--- config.mk ---
export PLATFORM = sky130hd
export DESIGN_NAME = universal_nbit_register
export DESIGN_NICKNAME = d
export VERILOG_FILES = /design/src/rtl/universal_nbit_register.sv
export SDC_FILE = /design/constraint.sdc
export NUM_CORES = 1
export LEC_CHECK = 0
export CAP_MARGIN = 10
export CORE_MARGIN = 3
export CORE_UTILIZATION = 47
export CTS_CLUSTER_SIZE = 28
export DETAILED_ROUTE_END_ITERATION = 8
export PLACE_DENSITY = 0.82
export SLEW_MARGIN = 20
export SYNTH_ARGS = -nofsm -noshare
export SYNTH_HDL_FRONTEND = slang
export SYNTH_SLANG_ARGS = --single-unit
export TNS_END_PERCENT = 5
--- constraint.sdc ---
create_clock -name clk -period 2.5 [get_ports clk]
set_input_delay 0.625 -clock clk [delete_from_list [all_inputs] [get_ports clk]]
set_output_delay 0.625 -clock clk [all_outputs]
set_load 0.005 [all_outputs]
--- src/rtl/universal_nbit_register.sv ---
// General-purpose N-bit datapath register supporting masked load, shift/rotate and inc/dec.
// It also provides a registered carry pulse and a combinational zero flag.
module universal_nbit_register #(
   parameter int unsigned N           = 8,
   parameter logic [63:0] RESET_VALUE = '0
) (
   input  logic         clk,
   input  logic         reset,
   input  logic         enable,
   input  logic [2:0]   mode,
   input  logic [N-1:0] data_in,
   input  logic [N-1:0] load_mask,
   input  logic         serial_in,
   output logic [N-1:0] data_out,
   output logic         carry_out,
   output logic         zero
);

   typedef enum logic [2:0] {
      ModeHold = 3'b000,
      ModeLoad = 3'b001,
      ModeShl  = 3'b010,
      ModeShr  = 3'b011,
      ModeRol  = 3'b100,
      ModeRor  = 3'b101,
      ModeInc  = 3'b110,
      ModeDec  = 3'b111
   } mode_e;

   localparam logic [N-1:0] ResetVal = RESET_VALUE[N-1:0];
   localparam logic [N-1:0] One      = {{(N-1){1'b0}}, 1'b1};

   logic [N-1:0] data_q, data_d;
   logic         carry_q, carry_d;
   mode_e        mode_sel;

   assign mode_sel = mode_e'(mode);

   always_comb begin
      data_d  = data_q;
      carry_d = 1'b0;
      if (enable) begin
         unique case (mode_sel)
            ModeHold: data_d = data_q;
            ModeLoad: data_d = (data_in & load_mask) | (data_q & ~load_mask);
            ModeShl: begin
               data_d  = {data_q[N-2:0], serial_in};
               carry_d = data_q[N-1];
            end
            ModeShr: begin
               data_d  = {serial_in, data_q[N-1:1]};
               carry_d = data_q[0];
            end
            ModeRol: begin
               data_d  = {data_q[N-2:0], data_q[N-1]};
               carry_d = data_q[N-1];
            end
            ModeRor: begin
               data_d  = {data_q[0], data_q[N-1:1]};
               carry_d = data_q[0];
            end
            ModeInc: begin
               data_d  = data_q + One;
               carry_d = &data_q;
            end
            ModeDec: begin
               data_d  = data_q - One;
               carry_d = ~|data_q;
            end
            default: data_d = data_q;
         endcase
      end
   end

   // Reset wins over enable/mode and discards the operation of that cycle.
   always_ff @(posedge clk) begin
      if (reset) begin
         data_q  <= ResetVal;
         carry_q <= 1'b0;
      end else begin
         data_q  <= data_d;
         carry_q <= carry_d;
      end
   end

   assign data_out  = data_q;
   assign carry_out = carry_q;
   assign zero      = ~|data_q;

endmodule

==> results of run 1 <==
## cell families (layout without fill, tap and decap cells)
logic type                 after synthesis  count (layout)
and+or+nand+nor                         67              67
AOI/OAI and AO/OA                       49              49
buffers and inverters                   21              54
muxes                                    9               9
DFF                                      9               9
xor gates and xnor gates                 3               3
adders and majority gates                1               1
## final timing paths
kind,end,slack [ns]
setup reg to reg,flop,0.58
hold / removal,carry_out,0.66
hold reg to reg,carry_out,0.66
setup / recovery,flop,0.07
## per-stage QoR
stage          worst slack [ns]  util, %
2_1_floorplan             0.220        -
3_3_place_gp             -0.165     65.1
3_5_place_dp             -0.269     65.1
4_1_cts                 0.00154     66.3
5_1_grt                 -0.0445     68.0
6_report                 0.0734     68.0
## cell type report
cell class | count | area, um^2 | area share (%)
clock buffer | 4 | 26.3 | 1.71
tap | 28 | 35.0 | 2.29
inverter | 4 | 15.0 | 0.980
sequential | 9 | 180 | 11.8
timing repair buffer | 46 | 425 | 27.8
multi-input combinational | 129 | 851 | 55.5
## routing by layer
| metal | track usage [%] | share of wire, % | vias up |
|---|---|---|---|
| met1 | 31.7 | 40 | 660 |
| met4 | 6.60 | 1.3 | 0 |
| li1 | - | - | 665 |
| met2 | 36.0 | 48 | 95 |
| met5 | 0 | 0 | - |
| met3 | 5.37 | 11 | 7 |
## worst max-delay path, stage by stage
cell	delay, ns
clkdlybuf4s50_1	0.48
and2_4	0.15
nand2_2	0.07
xnor2_2	0.16
ha_2	0.25
mux2_2	0.34
o211ai_1	0.18
a31oi_1	0.10
a311oi_1	0.24
## layout by cell type (no fill, tap or decap), drive strengths merged, types with 2 or more instances in the layout
cell / count
clkdlybuf4s50: 32
nand2: 28
buf: 14
a21oi: 12
nor2: 9
dfxtp: 9
o21ai: 7
mux2i: 6
nor4: 5
nor3: 4
inv: 4
a31oi: 4
clkbuf: 4
nand3: 3
a211oi: 3
nor3b: 3
mux2: 3
or2: 2
nor2b: 2
or3: 2
o2111ai: 2
a22oi: 2
a32o: 2
nand2b: 2
o211ai: 2
xnor2: 2
o32ai: 2
## repair_timing
item	in CTS	in global routing
hold endpoints to repair	0	0
resized for setup	0	8
setup buffers	0	0
setup endpoints to repair	0	4
## power by group
part | leakage (nW) | switching, mW | internal (mW)
Combinational | 0.510 | 0.126 | 0.136
Sequential | 0.0738 | 0.0165 | 0.154
Clock | 0.0150 | 0.0661 | 0.0619
Total | 0.598 | 0.209 | 0.352
==> qor.csv, run 1 <==
stage,metric,value,unit
cts,Sink Count,9,
hold_path,hold depth,2,
placed_design,hpwl dp,2.59,mm
cells_and_area,Final Non-Filler Cells,220,
grt,largest net degree at the start of global routing,38,
critical_path,CP max FO,6,
placed_design,GP Congestion,0.927,
routing,TritonRoute pass-1 iters,5,
routing,Vias per Instance,6.49,
sta,Slew HR,66.2,%
sta,Final min period,2.43,ns
cts,hold_buf cts,0,
grt,vias in the first global route,1270,
floorplanning,Die H,55.2,um
power,PD cells,366,mW/mm^2
logic_synthesis,"EDFF count, synth",0,
logic_synthesis,Yosys top cell area share,15.8,%
floorplanning,Core ar.,0.00225,mm^2
cells_and_area,area delta synth->final,34.6,%
logic_synthesis,multiplexer area fraction after synthesis,8.24,%
cells_and_area,share of cells above drive strength 1,16.7,%
logic_synthesis,Simple-Gate Fraction of Synth Area,29.9,%
logic_synthesis,Syn Inst Count,159,
sta,unrepaired setup endpoints after global routing,yes,
power,Final Power,561,uW
cells_and_area,ant diodes,0,
power,LEAKAGE,0.598,nW
cts,Clock Latency Late Sink,0.28,ns
critical_path,Setup crit start kind,input port,
placed_design,Placed Area,0.00147,mm^2
placed_design,IO buf count,32,
critical_path,CP Launch Point,mode[1],
logic_synthesis,synthesized cell area,0.00114,mm^2
cells_and_area,fin area,0.00153,mm^2
sta,count of final max-slew check failures,0,
routing,routed via count,1427,
sta,setup TNS,0,ns
run_status,outcome,"complete, no violations",
critical_path,"Req. time, crit path",2.68,ns
logic_synthesis,number of synthesis warnings,0,
routing,Total Wirelength,3.73,mm
logic_synthesis,post-synthesis xor/xnor area fraction,2.31,%
routing,DRC violations left,0,
cts,TritonCTS clock tree,done,
logic_synthesis,Avg Inst Size Synth,7.16,um^2
cts,clock transition at the registers of the reported paths,0.08,ns
logic_synthesis,"Seq/Total Area, Yosys",15.8,%
logic_synthesis,most used flip-flop cell after synthesis,dfxtp_1,
logic_synthesis,"flops & latches, synth",9,
logic_synthesis,main combinational cell family by area after synthesis,simple AND/OR/NAND/NOR gates,
sta,Final Cycle Share,97.1,%
routing,1st-iter DRT viols,70,
placed_design,placed cells,216,
sta,Hold Slack,0.657,ns
sta,Max Clk Rate,412,MHz
logic_synthesis,ranking of synthesized cells by area,"dfxtp_1 (16%), nand2_1 (9.2%), a21oi_1 (5.3%), mux2i_1 (5.3%), buf_6 (4.9%)",
logic_synthesis,Syn Nets,183,
sta,clk_skew,0.0125,ns
sta,setup violators final,0,
hold_path,Hold Crit Class,reg -> reg,
cts,CTS max path bufs,2,
sta,slew at the pin with the worst max-slew slack,0.505,ns
cts,# H-tree levels,1,
floorplanning,Starting Density,50.5,%
logic_synthesis,synth unique cells,51,
logic_synthesis,"area leader, netlist",dfxtp_1,
routing,Post-DRT Antenna Nets,0,
critical_path,WP data arrival,2.61,ns
critical_path,worst-case reg-to-reg path depth,7,
logic_synthesis,post-synthesis adder-cell area fraction,1.10,%
sta,final hold vios,0,
critical_path,Critical Path End Type,flop,
grt,first-pass GRT wire length,5.93,mm
logic_synthesis,complex-gate fraction of the synthesized area,29.9,%
routing,Avg WL per Cell,16.9,um
run,max-cap violations,0,
floorplanning,Die Width,55.2,um
grt,gr usage total,23.1,%
logic_synthesis,Post-synth top cells,"nand2_1 (28), a21oi_1 (12), buf_2 (9), dfxtp_1 (9), nor2_1 (9)",
grt,remaining global-route overflow,0,
logic_synthesis,most frequent cell after synthesis,nand2_1,
floorplanning,die area,0.00305,mm^2
floorplanning,Rows,17,
floorplanning,IO Count,33,
cts,cts bufs inserted,3,
critical_path,WS Path Type,in -> reg,
logic_synthesis,asr flop ratio synth,0,%
cells_and_area,nets@finish,217,
grt,initial antenna violation count,0,
power,Max rail drop VDD,0.000320,V
cts,CTS root buffer,clkbuf_4,
cells_and_area,# fillers,209,
No activity file was read; power rests on OpenSTA's default activity.
==> run 2: changes to the inputs <==
Settings changed: SLEW_MARGIN 20 to unset.
==> results of run 2 <==
Same layout as run 1: the final DEF is identical, and so are final timing and power.
